File: config.mk
export PLATFORM = sky130hd
export DESIGN_NAME = axi_apb_bridge
export DESIGN_NICKNAME = d
export VERILOG_FILES = /design/src/rtl/axi_apb_bridge.sv
export SDC_FILE = /design/constraint.sdc
export NUM_CORES = 1
export LEC_CHECK = 0
export BUFFER_PORTS_ARGS = -buffer_cell sky130_fd_sc_hd__buf_2
export CAP_MARGIN = 10
export CORE_MARGIN = 4
export CORE_UTILIZATION = 35
export DETAILED_ROUTE_END_ITERATION = 16
export HOLD_SLACK_MARGIN = 0.08
export SLEW_MARGIN = 20
export SYNTH_ARGS = -nofsm -noshare
export SYNTH_HDL_FRONTEND = slang
export SYNTH_SLANG_ARGS = --single-unit
File: constraint.sdc
create_clock -name pclk -period 7.05 [get_ports pclk]
set_input_delay 1.0575 -clock pclk [delete_from_list [all_inputs] [get_ports pclk]]
set_output_delay 1.0575 -clock pclk [all_outputs]
set_load 0.03 [all_outputs]
File: src/rtl/axi_apb_bridge.sv
// AXI4 slave to APB master bridge: one AXI burst in flight, one APB transfer per beat,
// round-robin arbitration between the write and read address channels.
module axi_apb_bridge #(
  parameter int  IWIDTH = 4,
  parameter int  AWIDTH = 10,
  parameter int  DSIZE  = 2,
  localparam int DBYTES = 1 << DSIZE,
  localparam int DWIDTH = DBYTES * 8
) (
  input  logic              pclk,
  input  logic              aresetn,
  input  logic [IWIDTH-1:0] awid,
  input  logic [AWIDTH-1:0] awaddr,
  input  logic [7:0]        awlen,
  input  logic [2:0]        awsize,
  input  logic [1:0]        awburst,
  input  logic [2:0]        awprot,
  input  logic              awvalid,
  input  logic              awlock,
  input  logic [3:0]        awcache,
  output logic              awready,
  input  logic [DWIDTH-1:0] wdata,
  input  logic [DBYTES-1:0] wstrb,
  input  logic              wlast,
  input  logic              wvalid,
  output logic              wready,
  output logic [IWIDTH-1:0] bid,
  output logic [1:0]        bresp,
  output logic              bvalid,
  input  logic              bready,
  input  logic [IWIDTH-1:0] arid,
  input  logic [AWIDTH-1:0] araddr,
  input  logic [7:0]        arlen,
  input  logic [2:0]        arsize,
  input  logic [1:0]        arburst,
  input  logic [2:0]        arprot,
  input  logic              arvalid,
  input  logic              arlock,
  input  logic [3:0]        arcache,
  output logic              arready,
  output logic [IWIDTH-1:0] rid,
  output logic [DWIDTH-1:0] rdata,
  output logic [1:0]        rresp,
  output logic              rlast,
  output logic              rvalid,
  input  logic              rready,
  output logic              psel,
  output logic              penable,
  output logic              pwrite,
  output logic [2:0]        pprot,
  output logic [AWIDTH-1:0] paddr,
  output logic [DBYTES-1:0] pstrb,
  output logic [DWIDTH-1:0] pwdata,
  input  logic [DWIDTH-1:0] prdata,
  input  logic              pready,
  input  logic              pslverr
);

  typedef enum logic [2:0] {IDLE, WDATA, SETUP, ACCESS, BRESP, RDATA} state_t;

  state_t              state;
  logic                prio;  // 0: write channel has priority, 1: read channel
  logic [IWIDTH-1:0]   id_q;
  logic [AWIDTH-1:0]   addr_q;
  logic [AWIDTH-1:0]   addr_nxt;
  logic [7:0]          len_q;
  logic [7:0]          cnt_q;
  logic [2:0]          size_q;
  logic [1:0]          burst_q;
  logic                err_q;
  logic                unused_ok;

  // WRAP keeps the bits above the (len+1)*step window and wraps the bits inside it.
  function automatic logic [AWIDTH-1:0] next_addr(input logic [AWIDTH-1:0] a,
                                                  input logic [2:0] sz,
                                                  input logic [1:0] bt,
                                                  input logic [7:0] ln);
    logic [AWIDTH-1:0] step;
    logic [AWIDTH-1:0] mask;
    logic [15:0]       bound;
    step  = AWIDTH'(1) << sz;
    bound = (16'(ln) + 16'd1) << sz;
    mask  = AWIDTH'(bound - 16'd1);
    case (bt)
      2'b00:   next_addr = a;
      2'b10:   next_addr = (a & ~mask) | ((a + step) & mask);
      default: next_addr = a + step;
    endcase
  endfunction

  assign addr_nxt  = next_addr(addr_q, size_q, burst_q, len_q);
  assign awready   = aresetn && (state == IDLE) && awvalid && (!arvalid || !prio);
  assign arready   = aresetn && (state == IDLE) && arvalid && (!awvalid || prio);
  assign bid       = id_q;
  assign rid       = id_q;
  assign bresp     = err_q ? 2'b10 : 2'b00;
  assign unused_ok = ^{awlock, awcache, arlock, arcache, wlast};

  always_ff @(posedge pclk or negedge aresetn) begin
    if (!aresetn) begin
      state   <= IDLE;
      prio    <= 1'b0;
      psel    <= 1'b0;
      penable <= 1'b0;
      pwrite  <= 1'b0;
      bvalid  <= 1'b0;
      rvalid  <= 1'b0;
      wready  <= 1'b0;
      paddr   <= '0;
      pstrb   <= '0;
      pwdata  <= '0;
      pprot   <= '0;
      rdata   <= '0;
      rresp   <= '0;
      rlast   <= 1'b0;
      id_q    <= '0;
      addr_q  <= '0;
      len_q   <= '0;
      cnt_q   <= '0;
      size_q  <= '0;
      burst_q <= '0;
      err_q   <= 1'b0;
    end else begin
      case (state)
        IDLE: begin
          if (awready) begin
            id_q    <= awid;
            addr_q  <= awaddr;
            len_q   <= awlen;
            size_q  <= awsize;
            burst_q <= awburst;
            pprot   <= awprot;
            pwrite  <= 1'b1;
            cnt_q   <= '0;
            err_q   <= 1'b0;
            prio    <= 1'b1;
            wready  <= 1'b1;
            state   <= WDATA;
          end else if (arready) begin
            id_q    <= arid;
            addr_q  <= araddr;
            len_q   <= arlen;
            size_q  <= arsize;
            burst_q <= arburst;
            pprot   <= arprot;
            pwrite  <= 1'b0;
            pstrb   <= '0;
            cnt_q   <= '0;
            err_q   <= 1'b0;
            prio    <= 1'b0;
            psel    <= 1'b1;
            paddr   <= araddr;
            state   <= SETUP;
          end
        end
        WDATA: begin
          if (wvalid) begin
            pwdata <= wdata;
            pstrb  <= wstrb;
            wready <= 1'b0;
            psel   <= 1'b1;
            paddr  <= addr_q;
            state  <= SETUP;
          end
        end
        SETUP: begin
          penable <= 1'b1;
          state   <= ACCESS;
        end
        ACCESS: begin
          if (pready) begin
            psel    <= 1'b0;
            penable <= 1'b0;
            if (pwrite) begin
              err_q <= err_q | pslverr;
              if (cnt_q == len_q) begin
                bvalid <= 1'b1;
                state  <= BRESP;
              end else begin
                addr_q <= addr_nxt;
                cnt_q  <= cnt_q + 8'd1;
                wready <= 1'b1;
                state  <= WDATA;
              end
            end else begin
              rdata  <= prdata;
              rresp  <= pslverr ? 2'b10 : 2'b00;
              rlast  <= (cnt_q == len_q);
              rvalid <= 1'b1;
              state  <= RDATA;
            end
          end
        end
        BRESP: begin
          if (bready) begin
            bvalid <= 1'b0;
            state  <= IDLE;
          end
        end
        RDATA: begin
          if (rready) begin
            rvalid <= 1'b0;
            if (rlast) begin
              state <= IDLE;
            end else begin
              addr_q <= addr_nxt;
              cnt_q  <= cnt_q + 8'd1;
              psel   <= 1'b1;
              paddr  <= addr_nxt;
              state  <= SETUP;
            end
          end
        end
        default: state <= IDLE;
      endcase
    end
  end

endmodule

==> results by group, run 1 <==
Run status
  • Status: finished, final reports clean

Routing
  • # DRC: 0
  • Detailed-router iteration count before antenna repair: 4
  • WL final: 22.02 mm
  • Final antenna-violating net count: 0
  • Iter 0 DRT Violations: 373
  • Routed vias: 6507
  • DR vias/cell: 5.181
  • Routed len/inst: 17.53 µm

CTS
  • Cts repair resizes: 0
  • CTS tree: yes
  • CTS Sinks: 128
  • Clock root cell: clkbuf_16
  • Setup Fix Bufs, Post-CTS: 0
  • Worst-path clk slew: 60 ps
  • H-tree lvl count: 4
  • CTS Buf Count: 17
  • Clk_lat worst skew: 410 ps
  • Clock Path Buffers: 2
  • Hold Buf Count CTS: 0

Setup path
  • Critical path class: in2out
  • Critical path peak fanout: 74
  • Crit path DAT: 3390 ps
  • Worst R2R Setup Slack: 3320 ps
  • Crit path launch type: input port
  • Worst path required time: 5990 ps
  • R2r startpoint: size_q[2]
  • Worst setup path startpoint: aresetn
  • Crit. End Element: output port

Run
  • Max-Cap Viols: 0

Timing
  • Worst Clk Skew: 7.122 ps
  • Crit path time final: 4443 ps
  • Final Max Tran Viols: 0
  • FMAX: 225.1 MHz
  • Crit share post-route: 0.6302
  • # setup viols final: 0
  • Max-slew headroom: 0.2704
  • Final Hold Fails: 0
  • Worst-Margin Slew: 1094 ps
  • Fin Setup TNS: 0 ps
  • Unrepaired setup endpoints after global routing: no

Placement
  • Placed Cells incl. Taps: 1223
  • Post-detail-place hpwl: 16.16 mm
  • DP Area: 0.008686 mm²
  • IO Port Bufs: 236
  • GP Congestion: 0.8655

Layout
  • Most common cell after layout, fill and taps aside: buf_2
  • Final core occ: 0.4534
  • NumNets Final: 1132
  • Layout cells sized above 1: 0.3756
  • Final non-filler cell total: 1256
  • Final instance area: 0.009293 mm²
  • Multi-input logic area: 0.003834 mm²
  • Layout fillers: 2004
  • Area delta synth->final: 25.90%
  • Commonest non-fill, non-tap cells in the layout: 235 x buf_2, 128 x dfrtp_1, 106 x nand2_1, 67 x mux2_2, 54 x nor2_1
  • Area occupied by registers: 0.003203 mm²

Floorplan
  • Die Ht: 153.2 µm
  • Die W: 153.2 µm
  • DIE AREA: 0.02347 mm²
  • Num ports: 250
  • Effective utilization at floorplan: 0.3601
  • # rows: 52
  • Core Area: 0.02049 mm²

Synthesis
  • Post-synthesis adder-cell area fraction: 0.02136
  • Portion of netlist area occupied by mux cells: 0.1212
  • Simple-gate share of the synthesized area: 0.1756
  • FFs w/ async S/R, synth: 1.000
  • Largest family of logic cells by synthesized area: simple AND/OR/NAND/NOR gates
  • FF+latch count, synth: 128
  • Cell count after synthesis: 770
  • Post-synthesis compound-gate area fraction: 0.1634
  • Post-synth EDFFs: 0
  • Post-synthesis sequential area ratio: 0.4340
  • Ys Warns: 0
  • Mapped Area: 0.007381 mm²
  • Syn Area/Cell: 9.585 µm²
  • Synth Flop Type: dfrtp_1
  • Post-synthesis xor/xnor area fraction: 0.03424
  • Yosys cell types: 76

Global route
  • Total gr overflow: 0
  • GRT Total Usage: 0.1877
  • Largest net degree at the start of global routing: 75
  • Initial antenna violation count: 1
  • First-pass GRT wire length: 35.98 mm
  • Vias in the first global route: 6792

Power and ir drop
  • Combinational Power Share: 0.541
  • Sw frac: 0.4783
  • P_sw: 2446 µW
  • Leakage power: 0.004343 µW
  • Cell area power density: 550.3 mW/mm²
  • Seq pwr share: 0.283
  • Peak supply drop: 274.5 µV
  • Cell-internal power: 2668 µW
  • Design Power: 5114 µW
  • Clock share of power: 0.176

Hold path
  • Hold path startpoint: penable
  • HP Class: reg2reg
[worst max-delay path: stages]
cell     delay [ps]
buf_6           510
nor4b_2         550
nand3_2         110
buf_4           290
inv_1           490
buf_2           300
[cell usage after synthesis (3+ instances only)]
library cell,count,area (µm²)
o21ai_0,33,165.2
o31ai_1,6,45.04
nand3_1,21,105.1
o22a_1,3,26.28
xnor2_1,12,105.1
o221ai_1,3,26.28
nor3b_1,6,45.04
nand2b_1,13,81.33
or2_2,4,25.02
mux2_2,67,754.5
a21oi_1,32,160.2
buf_4,12,90.09
o22ai_1,5,31.28
or3_1,3,18.77
nand4b_1,3,26.28
a32oi_1,3,26.28
buf_2,8,40.04
dfrtp_1,128,3203
xor2_1,15,131.4
nand2_1,106,397.9
nand4_1,3,18.77
nor3_1,21,105.1
inv_1,18,67.56
nor2b_1,6,37.54
a31oi_1,29,181.4
ha_1,11,137.6
and2_1,3,18.77
nor2_1,54,202.7
clkbuf_1,38,142.6
a21o_1,9,67.56
o21a_1,5,37.54
nor4_1,6,37.54
mux2i_1,14,140.1
a211oi_1,10,75.07
and3_1,8,50.05
[path summary, 6_finish.rpt]
check                        endpoint  cells past startpoint
hold / removal                penable                      2
setup / recovery              awready                      6
hold reg to reg               penable                      2
setup reg to reg            addr_q[9]                     12
min in group asynchronous  pwdata[13]                      1
max in group asynchronous   addr_q[2]                      2
[kinds of logic after synthesis]
group                    Yosys count
multiplexers                      81
other                              1
AND/OR/NAND/NOR                  269
XOR/XNOR                          28
flip-flops                       128
adder cells (fa/ha/maj)           12
buffers and inverters             81
AO/OA/AOI/OAI                    170
[power groups by stage]
stage | clock network, µW | logic [µW] | registers [µW]
6_report | 900 | 2770 | 1440
5_1_grt | 958 | 3030 | 1510
4_1_cts | 923 | 2790 | 1450
3_5_place_dp | 0 | 2780 | 1450
3_3_place_gp | 0 | 2760 | 1440
2_1_floorplan | 0 | 1700 | 1810
[cell type report]
type,instances,area share
diodes,1,0.0002693
inverters,20,0.008079
flip-flops and latches,128,0.3447
well taps,270,0.03635
repair buffers,243,0.1334
multi-input cells,562,0.4125
clock inverters,13,0.01589
clock buffers,19,0.04874
[stage by stage]
step,hold slack (ps),setup slack [ps]
floorplan,467.1,3753
global placement,464.6,2477
detailed placement,469.0,2420
CTS,483.1,2569
global route,502.5,2349
finish,479.3,2607
[sequential cells by signal (all words and copies together), names as in the netlist, 3 cells and up]
| signal | flops |
|---|---|
| pwdata | 32 |
| rdata | 32 |
| addr_q | 10 |
| paddr | 10 |
| cnt_q | 8 |
| len_q | 8 |
| bid | 4 |
| pstrb | 4 |
| pprot | 3 |
| size_q | 3 |
| state | 3 |
[layer usage]
layer,part of all wire,global-route usage,up-vias
met5,0.00032,0,-
met4,0.0070,0.03776,2
met3,0.077,0.06616,15
met2,0.51,0.3258,180
met1,0.40,0.2261,3141
li1,-,-,3169
(Power assumes the default switching activity.)
==> inputs of run 2 (changes only) <==
Settings changed: ABC_AREA set to 1.
Clock period 7.05 ns to 4.2 ns, I/O delays scaled along.
==> run 2 against run 1 <==
Count of clock-buffer cells in the layout fell by 1; critical path depth rose by 11; sequential share of layout area rose by 0.93 points; global-route usage rose by 0.26 points; critical path type is now reg2reg; largest cell class unchanged.
==> results by group, run 2 <==
Run status
  • Status: finished, final reports clean

Setup path
  • Worst path required time: 4540 ps (-1450 ps)
  • Crit path launch type: flip-flop
  • Crit path DAT: 3510 ps (+120 ps)
  • Critical path class: reg2reg
  • Crit. End Element: flip-flop
  • Critical path peak fanout: 14 (-81%)

Routing
  • DR vias/cell: 4.752 (-8.3%)
  • Routed vias: 6952 (+6.8%)
  • Detailed-router iteration count before antenna repair: 5 (+1)
  • WL final: 21.48 mm (-2.4%)
  • Routed len/inst: 14.68 µm (-16%)
  • Final antenna-violating net count: 0 (unchanged)
  • Iter 0 DRT Violations: 448 (+20%)
  • # DRC: 0 (unchanged)

Global route
  • Initial antenna violation count: 2 (+1)
  • First-pass GRT wire length: 34.23 mm (-4.9%)
  • GRT Total Usage: 0.1903 (+0.002618)
  • Vias in the first global route: 6699 (-1.4%)
  • Total gr overflow: 0 (unchanged)
  • Largest net degree at the start of global routing: 70 (-6.7%)

Floorplan
  • Num ports: 250 (unchanged)
  • DIE AREA: 0.02251 mm² (-4.1%)
  • Die Ht: 150.0 µm (-2.1%)
  • Effective utilization at floorplan: 0.3593 (-0.0008270)
  • # rows: 51 (-1.9%)
  • Core Area: 0.01965 mm² (-4.1%)
  • Die W: 150.0 µm (-2.1%)

Synthesis
  • Syn Area/Cell: 7.341 µm² (-23%)
  • Post-synth EDFFs: 0 (unchanged)
  • Synth Flop Type: dfrtp_1
  • Post-synthesis sequential area ratio: 0.4536 (+0.01961)
  • Top cells by count, synth: 348 x nand2_1, 128 x dfrtp_1, 85 x nor2_1
  • Leading area contributor after synthesis: dfrtp_1
  • Mapped Area: 0.007062 mm² (-4.3%)
  • Most frequent cell after synthesis: nand2_1
  • Top cell type's share of synthesized area: 0.4536 (+0.01961)
  • Cell count after synthesis: 962 (+25%)
  • FF+latch count, synth: 128 (unchanged)
  • Dominant cells by area after synthesis: dfrtp_1 45%, nand2_1 18%, nor2_1 4.5%
  • Ys Warns: 0 (unchanged)
  • FFs w/ async S/R, synth: 1.000 (unchanged)
  • Yosys cell types: 42 (-45%)

Timing
  • Worst-Margin Slew: 932.6 ps (-161.8 ps)
  • FMAX: 315.0 MHz
  • Hold_ws: 391.6 ps (-87.71 ps)
  • Worst Clk Skew: 10.63 ps (+3.509 ps)
  • Final Max Tran Viols: 0 (unchanged)
  • Fin Setup TNS: 0 ps (unchanged)
  • Setup WS post-layout: 1025 ps (-1582 ps)
  • Final Hold Fails: 0 (unchanged)
  • Unrepaired setup endpoints after global routing: no
  • Max-slew headroom: 0.3776 (+0.1072)
  • Crit path time final: 3175 ps
  • Crit share post-route: 0.7560
  • # setup viols final: 0 (unchanged)

CTS
  • Clk_lat worst skew: 420 ps (about the same)
  • H-tree lvl count: 4 (unchanged)
  • Clock root cell: clkbuf_16
  • CTS tree: yes
  • Hold Buf Count CTS: 0 (unchanged)
  • CTS Buf Count: 17 (unchanged)
  • Setup Fix Bufs, Post-CTS: 0 (unchanged)
  • Clock Path Buffers: 2 (unchanged)
  • Worst-path clk slew: 60 ps (about the same)
  • CTS Sinks: 128 (unchanged)
  • Cts repair resizes: 0 (unchanged)

Run
  • Max-Cap Viols: 0 (unchanged)

Layout
  • Final instance area: 0.009047 mm² (-2.6%)
  • Commonest non-fill, non-tap cells in the layout: 348 x nand2_1, 235 x buf_2, 128 x dfrtp_1, 85 x nor2_1, 77 x inv_1
  • NumNets Final: 1344 (+19%)
  • Most common cell after layout, fill and taps aside: nand2_1
  • Final core occ: 0.4603 (+0.006920)
  • Biggest regs: pwdata (32), rdata (32)
  • Area delta synth->final: 28.12%
  • Layout cells sized above 1: 0.2581 (-0.1175)

Placement
  • IO Port Bufs: 236 (unchanged)
  • Post-detail-place hpwl: 16.12 mm (-0.21%)
  • GP Congestion: 0.8891 (+2.7%)
  • Place WS: 955.5 ps (-1465 ps)
  • DP Area: 0.008434 mm² (-2.9%)

Hold path
  • HP Class: in2async

Power and ir drop
  • Leakage power: 0.004797 µW (+10%)
  • Peak supply drop: 365.3 µV (+33%)
  • Cell area power density: 927.7 mW/mm² (+69%)
-- run 2: changes by cell type in the layout (fill, tap and decap cells not counted), sizes merged, moves of 11 or more --
| cell | previous run | this run |
|---|---|---|
| mux2 | 67 | 0 |
| nor2 | 54 | 98 |
| inv | 25 | 91 |
| nand2 | 106 | 352 |
| a21oi | 32 | 43 |
| nand3 | 22 | 54 |
| a211oi | 12 | 0 |
| nand2b | 13 | 0 |
| o21ai | 35 | 57 |
| a31oi | 29 | 2 |
| mux2i | 14 | 1 |
-- run 2: metal layers --
| metal | wire [µm] | GRT usage |
|---|---|---|
| met1 | 9402 | 0.2509 |
| met2 | 10250 | 0.3113 |
| met3 | 1520 | 0.05360 |
| met4 | 295 | 0.04437 |
| met5 | 11 | 0 |
-- run 2: cell type report --
cell class	instances	area (µm²)
antenna	1	2.502
clock buffer	18	429.2
clock inverter	14	181.4
fill	2070	10610
inverter	89	335.3
multi-input combinational	704	3317
sequential	128	3203
tap	265	331.6
timing repair buffer	244	1247
-- run 2: through the flow --
step           total power, µW  instances
2_1_floorplan             5645        963
3_3_place_gp              6831       1430
3_5_place_dp              6894       1430
4_1_cts                   8459       1462
5_1_grt                   9131       1463
6_report                  8393       1463
-- run 2: final timing paths --
kind,from,endpoint,slack (ps),cells past startpoint
max in group asynchronous,aresetn,rdata[25],2450,3
min reg2reg,pwdata[19],pwdata[19],460,2
min,aresetn,paddr[2],390,2
max,size_q[1],paddr[8],1020,17
min in group pclk,prdata[18],rdata[18],410,3
max reg2reg,size_q[1],paddr[8],1020,17
-- run 2: logic make-up after synthesis --
logic type,synth area share
fa+ha+maj,0.02232
flops,0.4536
xor+xnor,0.01364
mux,0.001417
compound gates,0.1200
other cells,0.0005310
simple gates,0.3113
buf+inv,0.07725
-- run 2: power by group --
group | leakage, µW | internal [µW] | total, µW | switching (µW)
Clock | 0.000290 | 946 | 1530 | 589
Combinational | 0.00292 | 1420 | 4630 | 3220
Sequential | 0.00159 | 1800 | 2230 | 428
-- run 2: critical path: stages, from the launching register on --
cell and delay [ps]:
dfrtp_1 590, clkinv_1 360, nor3_1 380, ha_1 360, a21oi_1 140, o21ai_0 140
nand2_1 90, nand2_1 50, nand2_1 50, nand2_1 60, nand2_1 80, nand2_1 60
a21oi_1 150, xor2_1 200, nand2_1 80, nand3_1 90, nand3_1 90, a21oi_1 140
